`src/rtl/loop_test_ctrl_if.sv`:
```
// Interface bundling the register-side controls and the loop-checker-side
// signals of loop_test_ctrl. The slave modport is the controller view and the
// master modport is the CPU/checker (or testbench) view.
interface loop_test_ctrl_if #(
   parameter int DWIDTH = 8,
   parameter int CWIDTH = 16
);
   logic              start_i;
   logic [DWIDTH-1:0] seed_i;
   logic [CWIDTH-1:0] count_i;
   logic [CWIDTH-1:0] gap_i;
   logic              rx_stb_i;
   logic [4:0]        rx_errors_i;

   logic              chk_rst_o;
   logic [DWIDTH-1:0] seed_o;
   logic              tx_stb_o;
   logic              busy_o;
   logic              done_o;
   logic              pass_o;
   logic              timeout_o;
   logic [4:0]        errors_o;
   logic [CWIDTH-1:0] rx_count_o;

   modport slave (
      input  start_i, seed_i, count_i, gap_i, rx_stb_i, rx_errors_i,
      output chk_rst_o, seed_o, tx_stb_o, busy_o, done_o, pass_o, timeout_o,
             errors_o, rx_count_o
   );

   modport master (
      output start_i, seed_i, count_i, gap_i, rx_stb_i, rx_errors_i,
      input  chk_rst_o, seed_o, tx_stb_o, busy_o, done_o, pass_o, timeout_o,
             errors_o, rx_count_o
   );
endinterface

```
`src/rtl/loop_test_ctrl.sv`:
```
// loop_test_ctrl: sequences one loopback test on the loop checker.
// Flow: IDLE -> RESET (checker reset) -> SEND (paced TX strobes) -> DRAIN
// (wait for RX to catch up or time out) -> CHECK (latch errors/verdict) -> DONE.
// A zero word count goes IDLE -> CHECK -> DONE and reports NOT_RX.
// Optional build macro LOOP_TEST_STOP_ON_ERR_EN: a value-mismatch error
// (rx_errors_i[1]) during SEND or DRAIN aborts straight to CHECK.
module loop_test_ctrl #(
   parameter int DWIDTH     = 8,
   parameter int CWIDTH     = 16,
   parameter int RST_CYCLES = 4,
   parameter int TIMEOUT    = 1024
) (
   input  logic                  clk_i,
   input  logic                  rst_i,
   loop_test_ctrl_if.slave       bus
);

   localparam int RW = (RST_CYCLES > 1) ? $clog2(RST_CYCLES) : 1;
   localparam int TW = $clog2(TIMEOUT);

   localparam logic [RW-1:0]     RST_LAST = RW'(RST_CYCLES - 1);
   localparam logic [TW-1:0]     TO_LAST  = TW'(TIMEOUT - 1);
   localparam logic [CWIDTH-1:0] C_ONE    = CWIDTH'(1);
   localparam logic [CWIDTH-1:0] C_ZERO   = CWIDTH'(0);
   localparam logic [CWIDTH-1:0] C_MAX    = {CWIDTH{1'b1}};

   typedef enum logic [2:0] {
      ST_IDLE  = 3'd0,
      ST_RESET = 3'd1,
      ST_SEND  = 3'd2,
      ST_DRAIN = 3'd3,
      ST_CHECK = 3'd4,
      ST_DONE  = 3'd5
   } state_t;

   state_t            state_q;
   logic [DWIDTH-1:0] seed_q;
   logic [CWIDTH-1:0] count_q;
   logic [CWIDTH-1:0] gap_q;
   logic [CWIDTH-1:0] sent_q;
   logic [CWIDTH-1:0] gap_cnt_q;
   logic [RW-1:0]     rst_cnt_q;
   logic [TW-1:0]     drain_cnt_q;
   logic [CWIDTH-1:0] rx_cnt_q;
   logic [CWIDTH-1:0] rx_cnt_d;
   logic              chk_rst_q;
   logic              tx_stb_q;
   logic              busy_q;
   logic              done_q;
   logic              pass_q;
   logic              timeout_q;
   logic [4:0]        errors_q;
   logic              zero_q;
   logic              abort_q;
   logic              abort_s;

`ifdef LOOP_TEST_STOP_ON_ERR_EN
   assign abort_s = bus.rx_errors_i[1];
`else
   assign abort_s = 1'b0;
`endif

   // Saturating RX strobe counter next value; only counts while SEND or DRAIN.
   always_comb begin
      rx_cnt_d = rx_cnt_q;
      if (((state_q == ST_SEND) || (state_q == ST_DRAIN)) && bus.rx_stb_i && (rx_cnt_q != C_MAX)) begin
         rx_cnt_d = rx_cnt_q + C_ONE;
      end else begin
         rx_cnt_d = rx_cnt_q;
      end
   end

   // Test sequencer with all outputs registered.
   always_ff @(posedge clk_i) begin
      if (rst_i) begin
         state_q     <= ST_IDLE;
         seed_q      <= '0;
         count_q     <= '0;
         gap_q       <= '0;
         sent_q      <= '0;
         gap_cnt_q   <= '0;
         rst_cnt_q   <= '0;
         drain_cnt_q <= '0;
         rx_cnt_q    <= '0;
         chk_rst_q   <= 1'b0;
         tx_stb_q    <= 1'b0;
         busy_q      <= 1'b0;
         done_q      <= 1'b0;
         pass_q      <= 1'b0;
         timeout_q   <= 1'b0;
         errors_q    <= 5'b00000;
         zero_q      <= 1'b0;
         abort_q     <= 1'b0;
      end else begin
         rx_cnt_q <= rx_cnt_d;
         done_q   <= 1'b0;
         case (state_q)
            ST_IDLE: begin
               if (bus.start_i) begin
                  seed_q      <= bus.seed_i;
                  count_q     <= bus.count_i;
                  gap_q       <= bus.gap_i;
                  sent_q      <= C_ZERO;
                  gap_cnt_q   <= C_ZERO;
                  rst_cnt_q   <= RW'(0);
                  drain_cnt_q <= TW'(0);
                  rx_cnt_q    <= C_ZERO;
                  pass_q      <= 1'b0;
                  timeout_q   <= 1'b0;
                  errors_q    <= 5'b00000;
                  abort_q     <= 1'b0;
                  busy_q      <= 1'b1;
                  if (bus.count_i == C_ZERO) begin
                     // Nothing to send: report NOT_RX without touching the checker.
                     zero_q  <= 1'b1;
                     state_q <= ST_CHECK;
                  end else begin
                     zero_q    <= 1'b0;
                     chk_rst_q <= 1'b1;
                     state_q   <= ST_RESET;
                  end
               end else begin
                  state_q <= ST_IDLE;
               end
            end

            ST_RESET: begin
               if (rst_cnt_q == RST_LAST) begin
                  // Release the checker and issue the first strobe immediately.
                  chk_rst_q <= 1'b0;
                  tx_stb_q  <= 1'b1;
                  sent_q    <= C_ONE;
                  gap_cnt_q <= C_ZERO;
                  state_q   <= ST_SEND;
               end else begin
                  rst_cnt_q <= rst_cnt_q + RW'(1);
               end
            end

            ST_SEND: begin
               if (abort_s) begin
                  tx_stb_q <= 1'b0;
                  abort_q  <= 1'b1;
                  state_q  <= ST_CHECK;
               end else if (tx_stb_q) begin
                  if (sent_q == count_q) begin
                     // Last strobe just went out; no trailing gap.
                     tx_stb_q    <= 1'b0;
                     drain_cnt_q <= TW'(0);
                     state_q     <= ST_DRAIN;
                  end else if (gap_q == C_ZERO) begin
                     tx_stb_q <= 1'b1;
                     sent_q   <= sent_q + C_ONE;
                  end else begin
                     tx_stb_q  <= 1'b0;
                     gap_cnt_q <= C_ZERO;
                  end
               end else begin
                  if (gap_cnt_q == (gap_q - C_ONE)) begin
                     tx_stb_q  <= 1'b1;
                     sent_q    <= sent_q + C_ONE;
                     gap_cnt_q <= C_ZERO;
                  end else begin
                     gap_cnt_q <= gap_cnt_q + C_ONE;
                  end
               end
            end

            ST_DRAIN: begin
               if (abort_s) begin
                  abort_q <= 1'b1;
                  state_q <= ST_CHECK;
               end else if (rx_cnt_q >= count_q) begin
                  // Count reached takes priority over a coincident timeout.
                  state_q <= ST_CHECK;
               end else if (drain_cnt_q == TO_LAST) begin
                  timeout_q <= 1'b1;
                  state_q   <= ST_CHECK;
               end else begin
                  drain_cnt_q <= drain_cnt_q + TW'(1);
               end
            end

            ST_CHECK: begin
               // The checker has registered the final strobe by now.
               if (zero_q) begin
                  errors_q <= 5'b00001;
                  pass_q   <= 1'b0;
               end else begin
                  errors_q <= bus.rx_errors_i;
                  pass_q   <= (bus.rx_errors_i == 5'b00000) && !timeout_q && !abort_q
                              && (rx_cnt_q == count_q);
               end
               done_q  <= 1'b1;
               state_q <= ST_DONE;
            end

            ST_DONE: begin
               busy_q  <= 1'b0;
               state_q <= ST_IDLE;
            end

            default: begin
               chk_rst_q <= 1'b0;
               tx_stb_q  <= 1'b0;
               busy_q    <= 1'b0;
               state_q   <= ST_IDLE;
            end
         endcase
      end
   end

   assign bus.chk_rst_o  = chk_rst_q;
   assign bus.seed_o     = seed_q;
   assign bus.tx_stb_o   = tx_stb_q;
   assign bus.busy_o     = busy_q;
   assign bus.done_o     = done_q;
   assign bus.pass_o     = pass_q;
   assign bus.timeout_o  = timeout_q;
   assign bus.errors_o   = errors_q;
   assign bus.rx_count_o = rx_cnt_q;

endmodule

```
`src/flat_wrapper.sv`:
```
// flat-port wrapper written by rule: the top's interface ports become plain ports
module loop_test_ctrl_flat 
#(
   parameter int DWIDTH     = 8,
   parameter int CWIDTH     = 16,
   parameter int RST_CYCLES = 4,
   parameter int TIMEOUT    = 1024
)
  (clk_i, rst_i, bus_start_i, bus_seed_i, bus_count_i, bus_gap_i, bus_rx_stb_i, bus_rx_errors_i, bus_chk_rst_o, bus_seed_o, bus_tx_stb_o, bus_busy_o, bus_done_o, bus_pass_o, bus_timeout_o, bus_errors_o, bus_rx_count_o);
  loop_test_ctrl_if #(.DWIDTH(DWIDTH), .CWIDTH(CWIDTH)) bus_i ();
  input  logic clk_i;
  input  logic rst_i;
  input wire logic [$bits(bus_i.start_i)-1:0] bus_start_i;
  input wire logic [$bits(bus_i.seed_i)-1:0] bus_seed_i;
  input wire logic [$bits(bus_i.count_i)-1:0] bus_count_i;
  input wire logic [$bits(bus_i.gap_i)-1:0] bus_gap_i;
  input wire logic [$bits(bus_i.rx_stb_i)-1:0] bus_rx_stb_i;
  input wire logic [$bits(bus_i.rx_errors_i)-1:0] bus_rx_errors_i;
  output wire logic [$bits(bus_i.chk_rst_o)-1:0] bus_chk_rst_o;
  output wire logic [$bits(bus_i.seed_o)-1:0] bus_seed_o;
  output wire logic [$bits(bus_i.tx_stb_o)-1:0] bus_tx_stb_o;
  output wire logic [$bits(bus_i.busy_o)-1:0] bus_busy_o;
  output wire logic [$bits(bus_i.done_o)-1:0] bus_done_o;
  output wire logic [$bits(bus_i.pass_o)-1:0] bus_pass_o;
  output wire logic [$bits(bus_i.timeout_o)-1:0] bus_timeout_o;
  output wire logic [$bits(bus_i.errors_o)-1:0] bus_errors_o;
  output wire logic [$bits(bus_i.rx_count_o)-1:0] bus_rx_count_o;
  assign bus_i.start_i = bus_start_i;
  assign bus_i.seed_i = bus_seed_i;
  assign bus_i.count_i = bus_count_i;
  assign bus_i.gap_i = bus_gap_i;
  assign bus_i.rx_stb_i = bus_rx_stb_i;
  assign bus_i.rx_errors_i = bus_rx_errors_i;
  assign bus_chk_rst_o = bus_i.chk_rst_o;
  assign bus_seed_o = bus_i.seed_o;
  assign bus_tx_stb_o = bus_i.tx_stb_o;
  assign bus_busy_o = bus_i.busy_o;
  assign bus_done_o = bus_i.done_o;
  assign bus_pass_o = bus_i.pass_o;
  assign bus_timeout_o = bus_i.timeout_o;
  assign bus_errors_o = bus_i.errors_o;
  assign bus_rx_count_o = bus_i.rx_count_o;
  loop_test_ctrl #(.DWIDTH(DWIDTH), .CWIDTH(CWIDTH), .RST_CYCLES(RST_CYCLES), .TIMEOUT(TIMEOUT)) u_core (.clk_i(clk_i), .rst_i(rst_i), .bus(bus_i));
endmodule
```
`config.mk`:
```
export PLATFORM = sky130hd
export DESIGN_NAME = loop_test_ctrl_flat
export DESIGN_NICKNAME = d
export VERILOG_FILES = /design/src/rtl/loop_test_ctrl_if.sv /design/src/rtl/loop_test_ctrl.sv /design/src/flat_wrapper.sv
export SDC_FILE = /design/constraint.sdc
export NUM_CORES = 1
export LEC_CHECK = 0
export ABC_CLOCK_PERIOD_IN_PS = 5900
export CAP_MARGIN = 15
export CORE_MARGIN = 2
export CORE_UTILIZATION = 40
export DETAILED_ROUTE_END_ITERATION = 10
export GPL_ROUTABILITY_DRIVEN = 0
export GPL_TIMING_DRIVEN = 0
export PLACE_DENSITY_LB_ADDON = 0.12
export SYNTH_ARGS = -nofsm -noshare
export SYNTH_HDL_FRONTEND = slang
export SYNTH_SLANG_ARGS = --single-unit
```
`constraint.sdc`:
```
create_clock -name clk_i -period 5.9 [get_ports clk_i]
set_input_delay 1.475 -clock clk_i [delete_from_list [all_inputs] [get_ports clk_i]]
set_output_delay 1.475 -clock clk_i [all_outputs]
set_load 0.1 [all_outputs]
```
==> impl_metrics.py <==
metrics = {
    "sta": {
        "rsz0062_at_grt": "no",
        "fin_ws_ns": 2.23,
        "hold-worst-slack_ns": 0.460,
        "fmax_ghz": 0.272,
        "setup_violations": 0,
        "maxSlewViolCount": 0,
        "finalCriticalPeriod_ns": 3.67,
        "hold_viol_final": 0,
        "relSlewSlack_pct": 32.6,
        "fin_crit_sh_pct": 62.3,
        "tightest_slew_ns": 1.01,
        "skew_ns": 0.00596,
        "fin_setup_tns_ns": 0,
    },
    "cts": {
        "ctsHoldBuffers": 0,
        "cts_tree": "built",
        "ctsHtreeMaxLevel": 4,
        "cts_max_path_buffers": 2,
        "clock_latency_ns": 0.42,
        "numClockSinks": 115,
        "clk_pin_slew_ns": 0.05,
        "cts_setup_buffers": 0,
        "cts_resized": 0,
        "cts-root-buf": "clkbuf_16",
        "numCtsBuffers": 17,
    },
    "detailed_routing": {
        "via_per_inst": 5.59,
        "wl_microns": 17800,
        "post-route-drc-count": 0,
        "vias": 6155,
        "drt_first_iter_violations": 408,
        "postRouteAntennaNets": 0,
        "wire_per_inst_microns": 16.2,
        "drt_first_pass_iters": 6,
    },
    "power_and_ir_drop": {
        "power_frac_comb_pct": 35.9,
        "switching_share_pct": 38.6,
        "p_leak_nw": 2.91,
        "p_clk_share_pct": 34.0,
        "power_density_mw_per_mm2": 396,
        "ir_worst_vdd_mv": 0.236,
        "switchingPower_mw": 1.21,
        "seqPwrFrac_pct": 30.1,
        "power_mw": 3.14,
        "internal_power_mw": 1.93,
    },
    "finish": {
        "synthToLayoutAreaGrowth_pct": 26.8,
        "most-common-layout-cells": "nand2_1 (123), dfxtp_1 (115), a21oi_1 (84), clkdlybuf4s50_1 (83), nor2_1 (69)",
        "drive_gt1_share_pct": 4.71,
        "stdcell_area_sq_mm": 0.00792,
        "final_core_util_pct": 52.1,
        "nets": 975,
        "stdcell_count": 1101,
        "diodes": 0,
        "final_common_cell": "nand2_1",
    },
    "die": {
        "initial_core_util_pct": 41.1,
        "die_h_microns": 129,
        "dieArea_sq_mm": 0.0166,
        "coreArea_sq_mm": 0.0152,
        "num_rows": 45,
        "die-width_microns": 129,
        "io_pins": 84,
    },
    "setup_path": {
        "r2r-start": "u_core.gap_q[3]",
        "cp.arrival_ns": 4.01,
        "ff2ff_setup_slack_ns": 2.26,
        "crit_fanout": 7,
        "critPathCaptureType": "flop",
        "criticalPathCategory": "in2reg",
        "required_ns": 6.24,
        "worstSetupStartpointType": "input pin",
        "timing.rr.end": "u_core.gap_cnt_q[4]",
        "rr_worst_depth": 10,
    },
    "logic_synthesis": {
        "yosys-top-cells-area": "dfxtp_1 (37%), nand2_1 (7.4%), a21oi_1 (6.7%)",
        "synthArstFlopShare_pct": 0,
        "synth_edf_count": 0,
        "yosys_warnings": 0,
        "synth_top_cell_area_share_pct": 36.9,
        "synth_cell_types": 62,
        "synth_top_area_cell": "dfxtp_1",
        "syn_nets": 873,
        "synth-seq-area-share_pct": 36.9,
        "ys_ff_latch": 115,
        "syn_inst": 799,
        "syn-cell-area_sq_mm": 0.00624,
        "synth_area_per_cell_sq_um": 7.81,
        "synth-main-ff-cell": "dfxtp_1",
    },
    "min_path": {
        "hp-start": "u_core.bus.seed_o[5]",
        "hold_path_depth": 2,
        "hold_class": "reg2reg",
        "min_to": "u_core.bus.seed_o[5]",
    },
    "grt": {
        "grt_first_pass_wirelength_microns": 29200,
        "grt_pass1_vias": 6082,
        "antenna_found_initial": 0,
        "gr-usage-all-layers_pct": 22.2,
        "grt_max_degree": 17,
        "grt-ovfl-total": 0,
    },
    "placed_design": {
        "placed_cell_area_sq_mm": 0.00731,
        "placed_cells": 1070,
        "dp_slack_ns": 1.84,
        "dp_hpwl_microns": 13600,
        "placement.io_buffers": 83,
    },
    "run_status": {
        "status": "completed",
    },
    "run": {
        "drv_cap": 0,
    },
}
[final cells by class]
class                   count  area, sq um
plain buffers              39          158
inverters                  33          124
clock inverters            11          160
flip-flops and latches    115         2300
clock buffers              20          447
well taps                 188          235
repair buffers             83          831
fillers                  1411         7290
multi-input cells         612         3660
[how the worst max path moves through the flow]
stage | endpoint | slack [ns] | from
floorplan | u_core.drain_cnt_q[5] | 2.77 | u_core.bus.rx_count_o[5]
global placement | u_core.gap_cnt_q[14] | 1.91 | bus_start_i
detailed placement | u_core.gap_cnt_q[14] | 1.84 | bus_start_i
CTS | u_core.gap_cnt_q[14] | 2.25 | bus_start_i
global route | u_core.gap_cnt_q[11] | 2.04 | u_core.gap_q[3]
finish | u_core.gap_cnt_q[14] | 2.23 | bus_start_i
[critical path: stages]
cell and delay, ns:
clkdlybuf4s50_1 0.57, a21oi_1 0.09, nor2_1 0.13, a21oi_1 0.15, a211oi_1 0.87, nand2_1 0.22
or3_1 0.35, a21oi_1 0.15
[cell usage after synthesis (6+ instances only)]
cell type  instances
a21oi_1           84
dfxtp_1          115
nand4_1           19
a31oi_1            7
nand2b_1           8
xor2_1            33
xnor2_1           19
or3_1             14
nor3_1            22
and2_1             6
inv_1             33
nand3_1           27
nor2_1            69
nor4_1            17
mux2i_1            6
or4_1             15
o21ai_0           20
a21o_1            11
nand2_1          123
clkbuf_1          34
o31ai_1           12
ha_1              25
and3_1             8
[registers in the layout (all words and copies together) (netlist names)]
register,flops
u_core.bus.rx_count_o,16
u_core.count_q,16
u_core.gap_cnt_q,16
u_core.gap_q,16
u_core.sent_q,16
u_core.drain_cnt_q,10
u_core.bus.seed_o,8
u_core.bus.errors_o,5
u_core.state_q,3
u_core.rst_cnt_q,2
u_core.bus.busy_o,1
u_core.bus.chk_rst_o,1
u_core.bus.done_o,1
u_core.bus.pass_o,1
u_core.bus.timeout_o,1
u_core.bus.tx_stb_o,1
u_core.zero_q,1
[cell families after synthesis]
group / share of synthesized area [%]
and+or+nand+nor: 27.6
AOI/OAI and AO/OA: 17.6
DFF: 36.9
buffers and inverters: 4.51
xor gates and xnor gates: 7.29
adders and majority gates: 5.01
muxes: 1.14
[power groups by stage]
stage	clock, mW	sequential, mW	combinational [mW]
after floorplan	0	1.09	0.667
after global placement	0	0.956	1.09
after detailed placement	0	0.960	1.11
after CTS	1.09	0.944	1.12
after global routing	1.13	0.958	1.23
final	1.07	0.945	1.13
[per-layer routing]
layer | routed length [microns] | vias up | part of all wire [%] | GRT usage (%)
li1 | - | 3049 | - | -
met1 | 8300 | 2882 | 46 | 27.7
met2 | 8060 | 191 | 45 | 36.5
met3 | 1080 | 33 | 6.1 | 6.07
met4 | 410 | 0 | 2.3 | 8.38
met5 | 0 | - | 0 | 0
No activity file was read; power rests on OpenSTA's default activity.
